**src/rtl/timer_pkg.sv**
```systemverilog
// timer_pkg
// Shared types and constants for the interval timer.
//   timer_state_t : controller state (IDLE, RUNNING, DONE)
//   TIMER_WIDTH_DEFAULT / TIMER_PRE_WIDTH_DEFAULT : default widths
package timer_pkg;

  typedef enum logic [1:0] {
    IDLE    = 2'd0,
    RUNNING = 2'd1,
    DONE    = 2'd2
  } timer_state_t;

  localparam int TIMER_WIDTH_DEFAULT     = 8;
  localparam int TIMER_PRE_WIDTH_DEFAULT = 4;

endpackage

```
**src/rtl/incrementer.sv**
```systemverilog
// incrementer
// Structural +1 built from a ripple chain of half adders.
// Ports:
//   x        : input  [WIDTH-1:0]  operand
//   x_plus_1 : output [WIDTH-1:0]  x + 1, modulo 2**WIDTH (carry out dropped)
module incrementer #(
  parameter int WIDTH = 8
) (
  input  logic [WIDTH-1:0] x,
  output logic [WIDTH-1:0] x_plus_1
);

  // carry[gi] is the carry into bit gi; the injected +1 is carry[0].
  logic [WIDTH-1:0] carry;

  assign carry[0] = 1'b1;

  generate
    for (genvar gi = 0; gi < WIDTH; gi++) begin : g_half_adder
      assign x_plus_1[gi] = x[gi] ^ carry[gi];
      // The carry out of the top bit is never consumed, so it is not built.
      if (gi < WIDTH - 1) begin : g_carry
        assign carry[gi+1] = x[gi] & carry[gi];
      end
    end
  endgenerate

endmodule

```
**src/rtl/interval_timer.sv**
```systemverilog
// interval_timer
// Programmable interval timer: a prescaler divides the clock into ticks and a
// main counter counts ticks up to a latched terminal value. One-shot mode
// stops in DONE at the terminal tick; periodic mode reloads to zero.
// Ports:
//   clock    : input            rising-edge clock
//   reset    : input            synchronous, active-high reset
//   start    : input            latch configuration and (re)start counting
//   stop     : input            halt and return to IDLE (beats start)
//   periodic : input            1 = auto-reload, 0 = one-shot (latched at start)
//   prescale : input  [PRE_WIDTH-1:0]  tick period is prescale+1 cycles
//   compare  : input  [WIDTH-1:0]      terminal count (latched at start)
//   count    : output [WIDTH-1:0]      current main counter value
//   running  : output           high while RUNNING
//   done     : output           high while DONE
//   expired  : output           one-cycle pulse per terminal tick
module interval_timer
  import timer_pkg::*;
#(
  parameter int WIDTH     = TIMER_WIDTH_DEFAULT,
  parameter int PRE_WIDTH = TIMER_PRE_WIDTH_DEFAULT
) (
  input  logic                 clock,
  input  logic                 reset,
  input  logic                 start,
  input  logic                 stop,
  input  logic                 periodic,
  input  logic [PRE_WIDTH-1:0] prescale,
  input  logic [WIDTH-1:0]     compare,
  output logic [WIDTH-1:0]     count,
  output logic                 running,
  output logic                 done,
  output logic                 expired
);

  // Architectural state
  timer_state_t         state_reg,    state_next;
  logic [WIDTH-1:0]     count_reg,    count_next;
  logic [PRE_WIDTH-1:0] pre_reg,      pre_next;
  logic [PRE_WIDTH-1:0] pre_lim_reg,  pre_lim_next;
  logic [WIDTH-1:0]     cmp_reg,      cmp_next;
  logic                 per_reg,      per_next;

  // Registered outputs
  logic                 running_reg,  running_next;
  logic                 done_reg,     done_next;
  logic                 expired_reg,  expired_next;

  // Incrementer results used as next-state values
  logic [WIDTH-1:0]     count_inc;
  logic [PRE_WIDTH-1:0] pre_inc;

  logic                 tick;
  logic                 terminal;

  incrementer #(
    .WIDTH (WIDTH)
  ) u_count_inc (
    .x        (count_reg),
    .x_plus_1 (count_inc)
  );

  incrementer #(
    .WIDTH (PRE_WIDTH)
  ) u_pre_inc (
    .x        (pre_reg),
    .x_plus_1 (pre_inc)
  );

  // Next-state logic. Priority: stop > start > tick (reset handled in the
  // register block). Counters never exceed their latched limits, so the
  // incrementer wrap-around is never selected.
  always_comb begin
    state_next   = state_reg;
    count_next   = count_reg;
    pre_next     = pre_reg;
    pre_lim_next = pre_lim_reg;
    cmp_next     = cmp_reg;
    per_next     = per_reg;
    expired_next = 1'b0;
    tick         = 1'b0;
    terminal     = 1'b0;

    if (stop) begin
      // Count is left as-is so software can read where it stopped.
      state_next = IDLE;
      pre_next   = '0;
    end else if (start) begin
      pre_lim_next = prescale;
      cmp_next     = compare;
      per_next     = periodic;
      count_next   = '0;
      pre_next     = '0;
      state_next   = RUNNING;
    end else if (state_reg == RUNNING) begin
      tick = (pre_reg == pre_lim_reg);
      if (tick) begin
        pre_next = '0;
        terminal = (count_reg == cmp_reg);
        if (terminal) begin
          expired_next = 1'b1;
          if (per_reg) begin
            count_next = '0;
          end else begin
            // One-shot: count parks at compare.
            state_next = DONE;
          end
        end else begin
          count_next = count_inc;
        end
      end else begin
        pre_next = pre_inc;
      end
    end

    // Status outputs track the state being entered so they line up with it.
    running_next = (state_next == RUNNING);
    done_next    = (state_next == DONE);
  end

  always_ff @(posedge clock) begin
    if (reset) begin
      state_reg   <= IDLE;
      count_reg   <= '0;
      pre_reg     <= '0;
      pre_lim_reg <= '0;
      cmp_reg     <= '0;
      per_reg     <= 1'b0;
      running_reg <= 1'b0;
      done_reg    <= 1'b0;
      expired_reg <= 1'b0;
    end else begin
      state_reg   <= state_next;
      count_reg   <= count_next;
      pre_reg     <= pre_next;
      pre_lim_reg <= pre_lim_next;
      cmp_reg     <= cmp_next;
      per_reg     <= per_next;
      running_reg <= running_next;
      done_reg    <= done_next;
      expired_reg <= expired_next;
    end
  end

  assign count   = count_reg;
  assign running = running_reg;
  assign done    = done_reg;
  assign expired = expired_reg;

endmodule
```
**config.mk**
```make
export PLATFORM = sky130hd
export DESIGN_NAME = interval_timer
export DESIGN_NICKNAME = d
export VERILOG_FILES = /design/src/rtl/timer_pkg.sv /design/src/rtl/incrementer.sv /design/src/rtl/interval_timer.sv
export SDC_FILE = /design/constraint.sdc
export NUM_CORES = 1
export LEC_CHECK = 0
export BUFFER_PORTS_ARGS = -buffer_cell sky130_fd_sc_hd__buf_2
export CORE_MARGIN = 2
export CORE_UTILIZATION = 50
export CTS_BUF_LIST = sky130_fd_sc_hd__clkbuf_4 sky130_fd_sc_hd__clkbuf_8
export CTS_CLUSTER_SIZE = 25
export DETAILED_ROUTE_END_ITERATION = 8
export GPL_TIMING_DRIVEN = 0
export PLACE_DENSITY = 0.79
export SKIP_LAST_GASP = 1
export SLEW_MARGIN = 30
export SYNTH_ARGS = -nofsm -noshare
export SYNTH_HDL_FRONTEND = slang
export SYNTH_SLANG_ARGS = --single-unit
```
**constraint.sdc**
```tcl
create_clock -name clock -period 2.5 [get_ports clock]
set_input_delay 0.125 -clock clock [delete_from_list [all_inputs] [get_ports clock]]
set_output_delay 0.125 -clock clock [all_outputs]
set_load 0.02 [all_outputs]
```
==> results of run 1 <==
## through the flow
| step | power (uW) | instances |
|---|---|---|
| after global placement | 600 | 209 |
| final | 997 | 217 |
| after detailed placement | 606 | 209 |
| after floorplan | 573 | 153 |
| after global routing | 1040 | 217 |
| after CTS | 1010 | 216 |
## per-layer routing
layer	vias to the layer above	routed length, um
met4	0	72
met3	7	110
met1	546	1230
met2	24	1410
met5	-	0
li1	597	-
## layout by cell type (no fill, tap or decap), types with 4 or more instances in the layout
master    Yosys  layout
a21oi_1      19      19
nand2_1      31      31
xor2_1        9       9
clkbuf_4      0       5
ha_1          8       8
a22o_1        6       6
xnor2_1       5       5
clkbuf_1      6       6
dfxtp_1      30      30
buf_2         0      26
nor3_1        4       4
o21ai_0       5       5
nand3_1       4       4
nor2_1        5       5
## worst max-delay path by stage
stage | end | slack (ns)
after floorplan | count[7] | 0.51
after global placement | count[7] | 0.54
after detailed placement | count[7] | 0.51
after CTS | count[7] | 0.48
after global routing | count[7] | 0.38
final | count[7] | 0.49
## area by class of cell
type / instances / area [sq um]
fillers: 225 / 918
flip-flops and latches: 30 / 601
well taps: 30 / 37.5
repair buffers: 27 / 140
clock inverters: 1 / 30.0
multi-input cells: 114 / 726
inverters: 2 / 7.51
clock buffers: 6 / 51.3
plain buffers: 7 / 33.8
## power breakdown
group	total, uW	internal [uW]	switching, uW	leakage, uW
sequential	499	490	9.23	0.000244
clock	400	233	167	0.0000443
combinational	98.0	37.8	60.2	0.000447
total	997	760	236	0.000735
## worst min-delay path: cells and delay by family
kind,cells,cell delay (ns)
AOI/OAI and AO/OA,1,0.05
buffers and inverters,1,0.09
and+or+nand+nor,1,0.04
## cells by family (layout without fill, tap and decap cells)
family / Yosys count / after routing
AO/OA/AOI/OAI: 33 / 33
XOR/XNOR: 14 / 14
adder cells (fa/ha/maj): 8 / 8
buffers and inverters: 9 / 43
flip-flops: 30 / 30
multiplexers: 2 / 2
AND/OR/NAND/NOR: 57 / 57
==> impl_results.md, run 1 <==
- Vias: 1,174
- Detail Placement HPWL: 2.07 mm
- Cts bufs inserted: 5
- Final period util: between 80% and 90%
- CTS sink cnt: 30
- Final hold slack: 0.0152 ns
- Synth Flop Type: dfxtp_1
- RR Endpoint: count[7]
- DP Worst Slack: ~0.51 ns
- Die area: 3170 sq um
- CTS Root Cell: clkbuf_4
- Share of layout cells above drive strength 1: approximately 22%
- CP top delay family: adder cells
- Setup crit start: count[0]
- R2R setup slack: ~0.5 ns
- Port buffer count: 26
- Die span in x: 56.3 um
- Sequential cell area fraction in the yosys report: 43.9%
- Startpoint types: flip-flop
- WP depth: 8
- Fmax: roughly 500 MHz
- Peak VDD IR: 0.632 mV
- R2r worst-path depth: 8
- Adder-cell share of the synthesized area: 7.32%
- Max-cap violation count: 0
- Largest family of logic cells by synthesized area: simple AND/OR/NAND/NOR gates
- DR iter-0 viols: 24
- Worst reg2reg path startpoint: count[0]
- Worst hold start: prescale[3]
- Critical path class: flip-flop to flip-flop
- Max clock buf depth: 2
- Most used cell, CP: ha_1
- Fin crit period: around 2.0 ns
- PnR worst setup slack: 0.492 ns
- Leak Pwr: approximately 0.00073 uW
- Top area cells in the synthesized netlist: dfxtp_1, nand2_1, ha_1, a21oi_1, xor2_1
- Final Cell Area: ~1600 sq um
- Core Region: 2540 sq um
- CTS tree: yes
- Mapped Cells: 153
- Mapped Area: 1370 sq um
- Worst Path Buf+Inv: 0
- Slew Limit Headroom: a little over two thirds
- Row cnt: 18
- Critical Path Sink Type: flip-flop
- Reg clk slew, reported paths: 0.09 ns
- Post-CTS Resized: 0
- Die Ht: 56.3 um
- Final setup TNS: 0 ns
- Latest clock arrival within the worst-skew pair: 0.34 ns
- WHS Endpoint: pre_lim_reg[3]
- Fraction of registers with async set/reset: 0%
- # diodes: 0
- Endpoints failing setup: 0
- Post-CTS setup buffer count: 0
- Max Slew Vio Count: 0
- Met2 usage: about a third
- Slowest cell on crit path: dfxtp_1
- HP Class: input pin to flip-flop
- CP max stage delay: 0.36 ns
- Most crowded layer after global routing: met2
- RSZ-0062 raised after global routing: no
- First-pass iteration count of the detailed router: 4
- Count leader, synth: nand2_1
- Yosys reg bits: 30
- Data arrival, critical path: 2.27 ns
- Share of the core filled with cells: between 60% and 70%
- Antenna violations before repair: 0
- Grt met3 use: roughly 5%
- Initial Util: 53.7%
- Largest net degree at the start of global routing: 11
- PwrDens: around 610 nW/um^2
- Setup Skew: 0.00689 ns
- Fin nets: roughly 210
- Placer Congestion: 0.775
- Grt ovf: 0
- # hold bufs at CTS: 0
- Yosys warnings: 0
- GR Util met1: 23.2%
- Fraction of the mapped netlist area in compound gates: 14.7%
- First-pass GRT wire length: 4.82 mm
- Tot GR Track Use: 19.8%
- Mapped Nets: 178
- Antenna viol nets, final: 0
- Slew @ Worst Pin: 0.444 ns
- # DRC: 0
- Most instantiated cells after synthesis: nand2_1, dfxtp_1, a21oi_1
- Synth Area in Simple Gates: 20.4%
- Number of enable-type register cells in the synthesized netlist: 0
- Placed Area: 1540 sq um
- Mux contribution to synthesized area: 1.65%
- Worst Hold Depth: 3
- Top Ports: 28
- Outcome: complete, no violations
- Final hold vios: 0
- Post-DR wirelength/cell: 13.0 um
- Post-Synth XOR/XNOR Area: 8.97%
- Drt via density: 5.41
- Worst-path cell chain: ha_1 > ha_1 > ha_1 > ha_1 > ha_1 > ha_1 > mux2_2 > a41oi_1
- CTS H-tree depth: 2
- Leading area contributor after synthesis: dfxtp_1
- Synthesized area per cell: 8.94 sq um
- Routed Wire Length: 2.83 mm
- WP data required: 2.76 ns
- Synth top area share: 43.9%
- Crit path max fanout: 4
- Area Growth Syn to Fin: 18.9%
- Vias in the first global route: 1,141
- Yosys cell types: 27
No activity file was read; power rests on OpenSTA's default activity.
==> run 2, diff against run 1 <==
--- a/config.mk
+++ b/config.mk
@@ -12,7 +12,7 @@
 export CTS_CLUSTER_SIZE = 25
 export DETAILED_ROUTE_END_ITERATION = 8
 export GPL_TIMING_DRIVEN = 0
-export PLACE_DENSITY = 0.79
+export PLACE_DENSITY = 0.82
 export SKIP_LAST_GASP = 1
 export SLEW_MARGIN = 30
 export SYNTH_ARGS = -nofsm -noshare
==> constraint.sdc (replaced) <==
create_clock -name clock -period 1.75 [get_ports clock]
set_input_delay 0.0875 -clock clock [delete_from_list [all_inputs] [get_ports clock]]
set_output_delay 0.0875 -clock clock [all_outputs]
set_load 0.02 [all_outputs]
==> impl_results.md, run 2 (synthesis results as in run 1) <==
- Detail Placement HPWL: 2.19 mm (+5.8%)
- Most used cell, CP: ha_4
- CTS sink cnt: 30 (unchanged)
- Placer Congestion: 0.762 (-1.7%)
- First-pass iteration count of the detailed router: 4 (unchanged)
- Area of the multi-input gates: 888 sq um (+22%)
- Most frequent cells in the layout: nand2_1, buf_2, dfxtp_1, a21oi_1, dlygate4sd3_1
- # diodes: 0 (unchanged)
- RSZ-0062 raised after global routing: yes
- Die span in x: 56.3 um (unchanged)
- Filler cells: 171 (-24%)
- Startpoint types: flip-flop
- Leak Pwr: 0.000836 uW (+14%)
- Cts bufs inserted: 5 (unchanged)
- CP max stage delay: 0.38 ns (+0.02 ns)
- Slowest cell on crit path: dfxtp_4
- Crit path max fanout: 3 (-1)
- Vias: 1,303 (+11%)
- Critical Path Sink Type: flip-flop
- Latest clock arrival within the worst-skew pair: 0.34 ns (about the same)
- CTS Root Cell: clkbuf_4
- # DRC: 0 (unchanged)
- Final hold slack: 0.0806 ns (+0.0654 ns)
- Most crowded layer after global routing: met2
- Commonest non-fill, non-tap cell in the layout: nand2_1
- PwrDens: 765 nW/um^2 (+25%)
- Finished Layout Cells: 239 (+10%)
- Routed Wire Length: 3.43 mm (+21%)
- Endpoints failing setup: 2 (+2)
- Grt ovf: 0 (unchanged)
- Max clock buf depth: 2 (unchanged)
- Max-cap violation count: 0 (unchanged)
- WP data required: 2.03 ns (-0.73 ns)
- Outcome: finished, violations left
- Post-DR wirelength/cell: 14.4 um (+10%)
- Tot GR Track Use: 21.8% (+2.1 points)
- Row cnt: 18 (unchanged)
- Worst-path cell chain: ha_4 > ha_4 > ha_4 > ha_4 > ha_4 > ha_4 > mux2_4 > a41oi_2
- Antenna violations before repair: 0 (unchanged)
- FF/Latch Area: 619 sq um (+3.1%)
- CTS H-tree depth: 2 (unchanged)
- Critical path class: flip-flop to flip-flop
- Die Ht: 56.3 um (unchanged)
- DR iter-0 viols: 20 (-17%)
- Final hold vios: 0 (unchanged)
- Top Ports: 28 (unchanged)
- Largest net degree at the start of global routing: 11 (unchanged)
- Port buffer count: 26 (unchanged)
- Met2 usage: 39.3% (+7.9 points)
- Share of layout cells above drive strength 1: 34.4% (+12 points)
- Core Region: 2540 sq um (unchanged)
- Antenna viol nets, final: 0 (unchanged)
- Setup Skew: 0.00932 ns (+0.00243 ns)
- DP Worst Slack: -0.145 ns (-0.651 ns)
- Drt via density: 5.45 (+0.77%)
- Die area: 3170 sq um (unchanged)
- First-pass GRT wire length: 5.35 mm (+11%)
- Grt met3 use: 8.29% (+3.2 points)
- Placed Cells: 209 (unchanged)
- Slew @ Worst Pin: 0.474 ns (+0.0295 ns)
- Fin nets: 233 (+9.9%)
- Failing checks: negative setup slack
- CTS tree: yes
- HP Class: input pin to flip-flop
- Final Total Pwr: 1530 uW (+54%)
- Reg clk slew, reported paths: 0.10 ns (about the same)
- Final period util: 102% (+21 points)
- Data arrival, critical path: 2.05 ns (-0.22 ns)
- Peak VDD IR: 0.835 mV (+32%)
- Fin crit period: 1.78 ns (-0.231 ns)
- Fmax: 563 MHz (+13%)
- GR Util met1: 23.4% (+0.24 points)
- Slew Limit Headroom: 68.4% (-2.0 points)
- Area Growth Syn to Fin: 46.5%
- Initial Util: 53.7% (unchanged)
- Vias in the first global route: 1,266 (+11%)
- Max Slew Vio Count: 0 (unchanged)
- PnR worst setup slack: -0.0273 ns (-0.519 ns)
-- run 2: cell types whose count changed in the layout (fill, tap and decap cells not counted), moves of 3 or more --
cell	previous run	this run
ha_1	8	2
dfxtp_2	0	3
ha_4	0	6
dfxtp_4	0	4
dlygate4sd3_1	1	13
dfxtp_1	30	23
buf_4	0	9
-- run 2: final cells by class --
type / count / share of cell area [%]
clock inverter: 1 / 1.50
clock buffer: 7 / 2.94
sequential: 30 / 30.9
timing repair buffer: 49 / 16.9
inverter: 2 / 0.375
tap: 30 / 1.87
multi-input combinational: 114 / 44.3
buffer: 6 / 1.12
-- run 2: final timing paths --
kind	slack (ns)	end	startpoint	cells past startpoint
worst max-delay path	-0.03	count[7]	count[1]	8
worst min-delay path	0.08	running	stop	4
worst max register to register	-0.03	count[7]	count[1]	8
worst min register to register	0.48	pre_lim_reg[0]	pre_lim_reg[0]	2
-- run 2: stage by stage --
step	area (sq um)	TNS [ns]	utilization, %
2_1_floorplan	1460	-0.0147	-
3_3_place_gp	1620	-0.135	63.8
3_5_place_dp	1620	-0.822	63.8
4_1_cts	1900	-0.0223	74.7
5_1_grt	2000	-0.515	78.7
6_report	2000	-0.0311	78.7
-- run 2: repair_timing --
| action | in CTS | in global routing |
|---|---|---|
| setup buffers | 5 | 5 |
| pin swaps | 3 | 13 |
| resized for setup | 6 | 13 |
| endpoints found under the hold margin | 13 | 0 |
| hold buffers | 13 | 0 |
| setup endpoints to repair | 9 | 12 |
-- run 2: metal layers --
| layer | part of all wire, % | routed length [um] |
|---|---|---|
| met5 | 0 | 0 |
| met4 | 0.99 | 34 |
| met3 | 5.5 | 190 |
| met2 | 51 | 1770 |
| met1 | 42 | 1440 |
-- run 2: worst max-delay path: cells and delay by family (launching register included) --
kind            cells  cell delay [ns]
mux                 1             0.26
fa+ha+maj           6             0.95
flops               1             0.38
compound gates      1             0.12
-- run 2: where the power goes --
| group | total, uW | switching (uW) | internal [uW] |
|---|---|---|---|
| Clock | 604 | 247 | 356 |
| Sequential | 708 | 13.9 | 694 |
| Combinational | 222 | 115 | 107 |
==> run 3, diff against run 2 <==
--- a/config.mk
+++ b/config.mk
@@ -6,6 +6,7 @@
 export NUM_CORES = 1
 export LEC_CHECK = 0
 export BUFFER_PORTS_ARGS = -buffer_cell sky130_fd_sc_hd__buf_2
+export CORE_ASPECT_RATIO = 0.75
 export CORE_MARGIN = 2
 export CORE_UTILIZATION = 50
 export CTS_BUF_LIST = sky130_fd_sc_hd__clkbuf_4 sky130_fd_sc_hd__clkbuf_8
==> constraint.sdc (replaced) <==
create_clock -name clock -period 1.75 [get_ports clock]
set_input_delay 0.35 -clock clock [delete_from_list [all_inputs] [get_ports clock]]
set_output_delay 0.35 -clock clock [all_outputs]
set_load 0.02 [all_outputs]
==> impl_results.md, run 3 (synthesis results as in run 1) <==
- # diodes: 0 (unchanged)
- Detail Placement HPWL: 2.33 mm (+6.3%)
- Final period util: 101% (-0.83 points)
- Worst reg2reg path startpoint: count[1]
- Port buffer count: 26 (unchanged)
- Antenna violations before repair: 0 (unchanged)
- Crit path max fanout: 4 (+1)
- Peak VDD IR: 0.436 mV (-48%)
- PwrDens: 738 nW/um^2 (-3.6%)
- Initial Util: 52.5% (-1.2 points)
- Placer Congestion: 0.786 (+3.1%)
- Drt via density: 5.31 (-2.7%)
- Routed Wire Length: 3.43 mm (about the same)
- Max clock buf depth: 2 (unchanged)
- RR Endpoint: count[7]
- Fmax: 567 MHz (+0.83%)
- CTS tree: yes
- Most used cell, CP: ha_4
- Fin crit period: 1.76 ns (-0.0146 ns)
- Area Growth Syn to Fin: 34.9%
- Critical path class: flip-flop to flip-flop
- Die span in x: 64.4 um (+14%)
- CTS Root Cell: clkbuf_4
- Slew Limit Headroom: 67.6% (-0.71 points)
- Slew @ Worst Pin: 0.485 ns (+0.0117 ns)
- Die area: 3170 sq um (+0.13%)
- Vias in the first global route: 1,222 (-3.5%)
- Final hold vios: 0 (unchanged)
- Failing checks: negative setup slack
- Startpoint types: flip-flop
- Die Ht: 49.3 um (-12%)
- Setup Skew: 0.00743 ns (-0.00190 ns)
- Top Ports: 28 (unchanged)
- Data arrival, critical path: 1.98 ns (-0.07 ns)
- RSZ-0062 raised after global routing: yes
- CTS H-tree depth: 2 (unchanged)
- Grt ovf: 0 (unchanged)
- Cts bufs inserted: 5 (unchanged)
- R2R setup slack: -0.01 ns (about the same)
- R2r worst-path depth: 10 (+2)
- Vias: 1,226 (-5.9%)
- First-pass GRT wire length: 5.52 mm (+3.1%)
- Critical Path Sink Type: flip-flop
- Worst Hold Depth: 3 (-1)
- Worst hold start: compare[0]
- Worst-path cell chain: ha_4 > ha_4 > ha_4 > ha_4 > ha_4 > ha_4 > nand3_2 > a211oi_2 > o21ai_1 > a41oi_2
- Slowest cell on crit path: dfxtp_4
- Core Region: 2600 sq um (+2.3%)
- Antenna viol nets, final: 0 (unchanged)
- Largest net degree at the start of global routing: 11 (unchanged)
- # DRC: 0 (unchanged)
- HP Class: input pin to flip-flop
- Fin nets: 219 (-6.0%)
- # hold bufs at CTS: 0 (-13)
- PnR worst setup slack: -0.0127 ns (+0.0146 ns)
- CTS sink cnt: 30 (unchanged)
- Max Slew Vio Count: 0 (unchanged)
- CP max stage delay: 0.37 ns (about the same)
- Share of the core filled with cells: 70.9% (-7.8 points)
- First-pass iteration count of the detailed router: 4 (unchanged)
- Reg clk slew, reported paths: 0.09 ns (about the same)
- Row cnt: 16 (-2)
- Endpoints failing setup: 1 (-1)
- DR iter-0 viols: 68 (+240%)
- Most frequent cells in the layout: nand2_1, buf_2, dfxtp_1, a21oi_1, buf_4
- Outcome: finished, violations left
- Latest clock arrival within the worst-skew pair: 0.34 ns (about the same)
- Max-cap violation count: 0 (unchanged)
- Commonest non-fill, non-tap cell in the layout: nand2_1
- Final setup TNS: -0.0127 ns (+0.0184 ns)
- Tot GR Track Use: 23.2% (+1.4 points)
- WHS Endpoint: cmp_reg[0]
- Leak Pwr: 0.000764 uW (-8.6%)
- Post-DR wirelength/cell: 14.8 um (+3.4%)
- WP data required: 1.97 ns (-0.06 ns)
- Share of layout cells above drive strength 1: 38.5% (+4.0 points)
run 3: what timing repair did:
| action | in CTS | in global routing |
|---|---|---|
| endpoints found under the setup margin | 9 | 10 |
| resized for setup | 10 | 8 |
| buffers inserted | 6 | 2 |
| cloned | 0 | 0 |
| pin swaps | 6 | 3 |
run 3: final cells by class:
| type | count | area (sq um) |
|---|---|---|
| buffer | 7 | 35.0 |
| clock buffer | 7 | 58.8 |
| clock inverter | 1 | 5.00 |
| fill | 194 | 758 |
| inverter | 2 | 7.51 |
| multi-input combinational | 114 | 887 |
| sequential | 30 | 616 |
| tap | 36 | 45.0 |
| timing repair buffer | 34 | 190 |
run 3: critical path, delay by kind of cell (launching register included):
kind	cells	cell delay, ns
AO/OA/AOI/OAI	3	0.27
flip-flops	1	0.37
AND/OR/NAND/NOR	1	0.07
adder cells (fa/ha/maj)	6	0.95
run 3: through the flow:
step                      cells  power [uW]  hold slack, ns  area (sq um)  worst slack [ns]
after floorplan             153         818           0.448          1460           -0.0147
after global placement      215         857           0.457          1630           -0.0573
after detailed placement    215         869           0.463          1630            -0.180
after CTS                   229        1350           0.233          1790          -0.00141
after global routing        231        1420           0.247          1840           -0.0497
final                       231        1360           0.245          1840           -0.0127
run 3: power by group:
part | leakage [uW] | internal, uW | switching (uW)
sequential | 0.000248 | 697 | 14.8
combinational | 0.000477 | 89.1 | 112
clock | 0.0000387 | 210 | 238
total | 0.000764 | 995 | 365
run 3: how the worst max path moves through the flow:
stage	startpoint	endpoint	slack, ns	cells after the start
finish	count[1]	count[7]	-0.01	10
global route	count[6]	count[0]	-0.05	6
CTS	count[1]	count[7]	-0.001	8
detailed placement	pre_reg[0]	count[0]	-0.18	5
global placement	pre_reg[0]	count[0]	-0.06	5
floorplan	count[1]	count[7]	-0.01	8
run 3: layer usage:
metal / track usage [%] / vias to the layer above / wire length [um]
met1: 27.1 / 576 / 1460
met4: 10.3 / 0 / 59
met2: 39.2 / 31 / 1710
met3: 6.93 / 7 / 189
li1: - / 612 / -
met5: 0 / - / 0
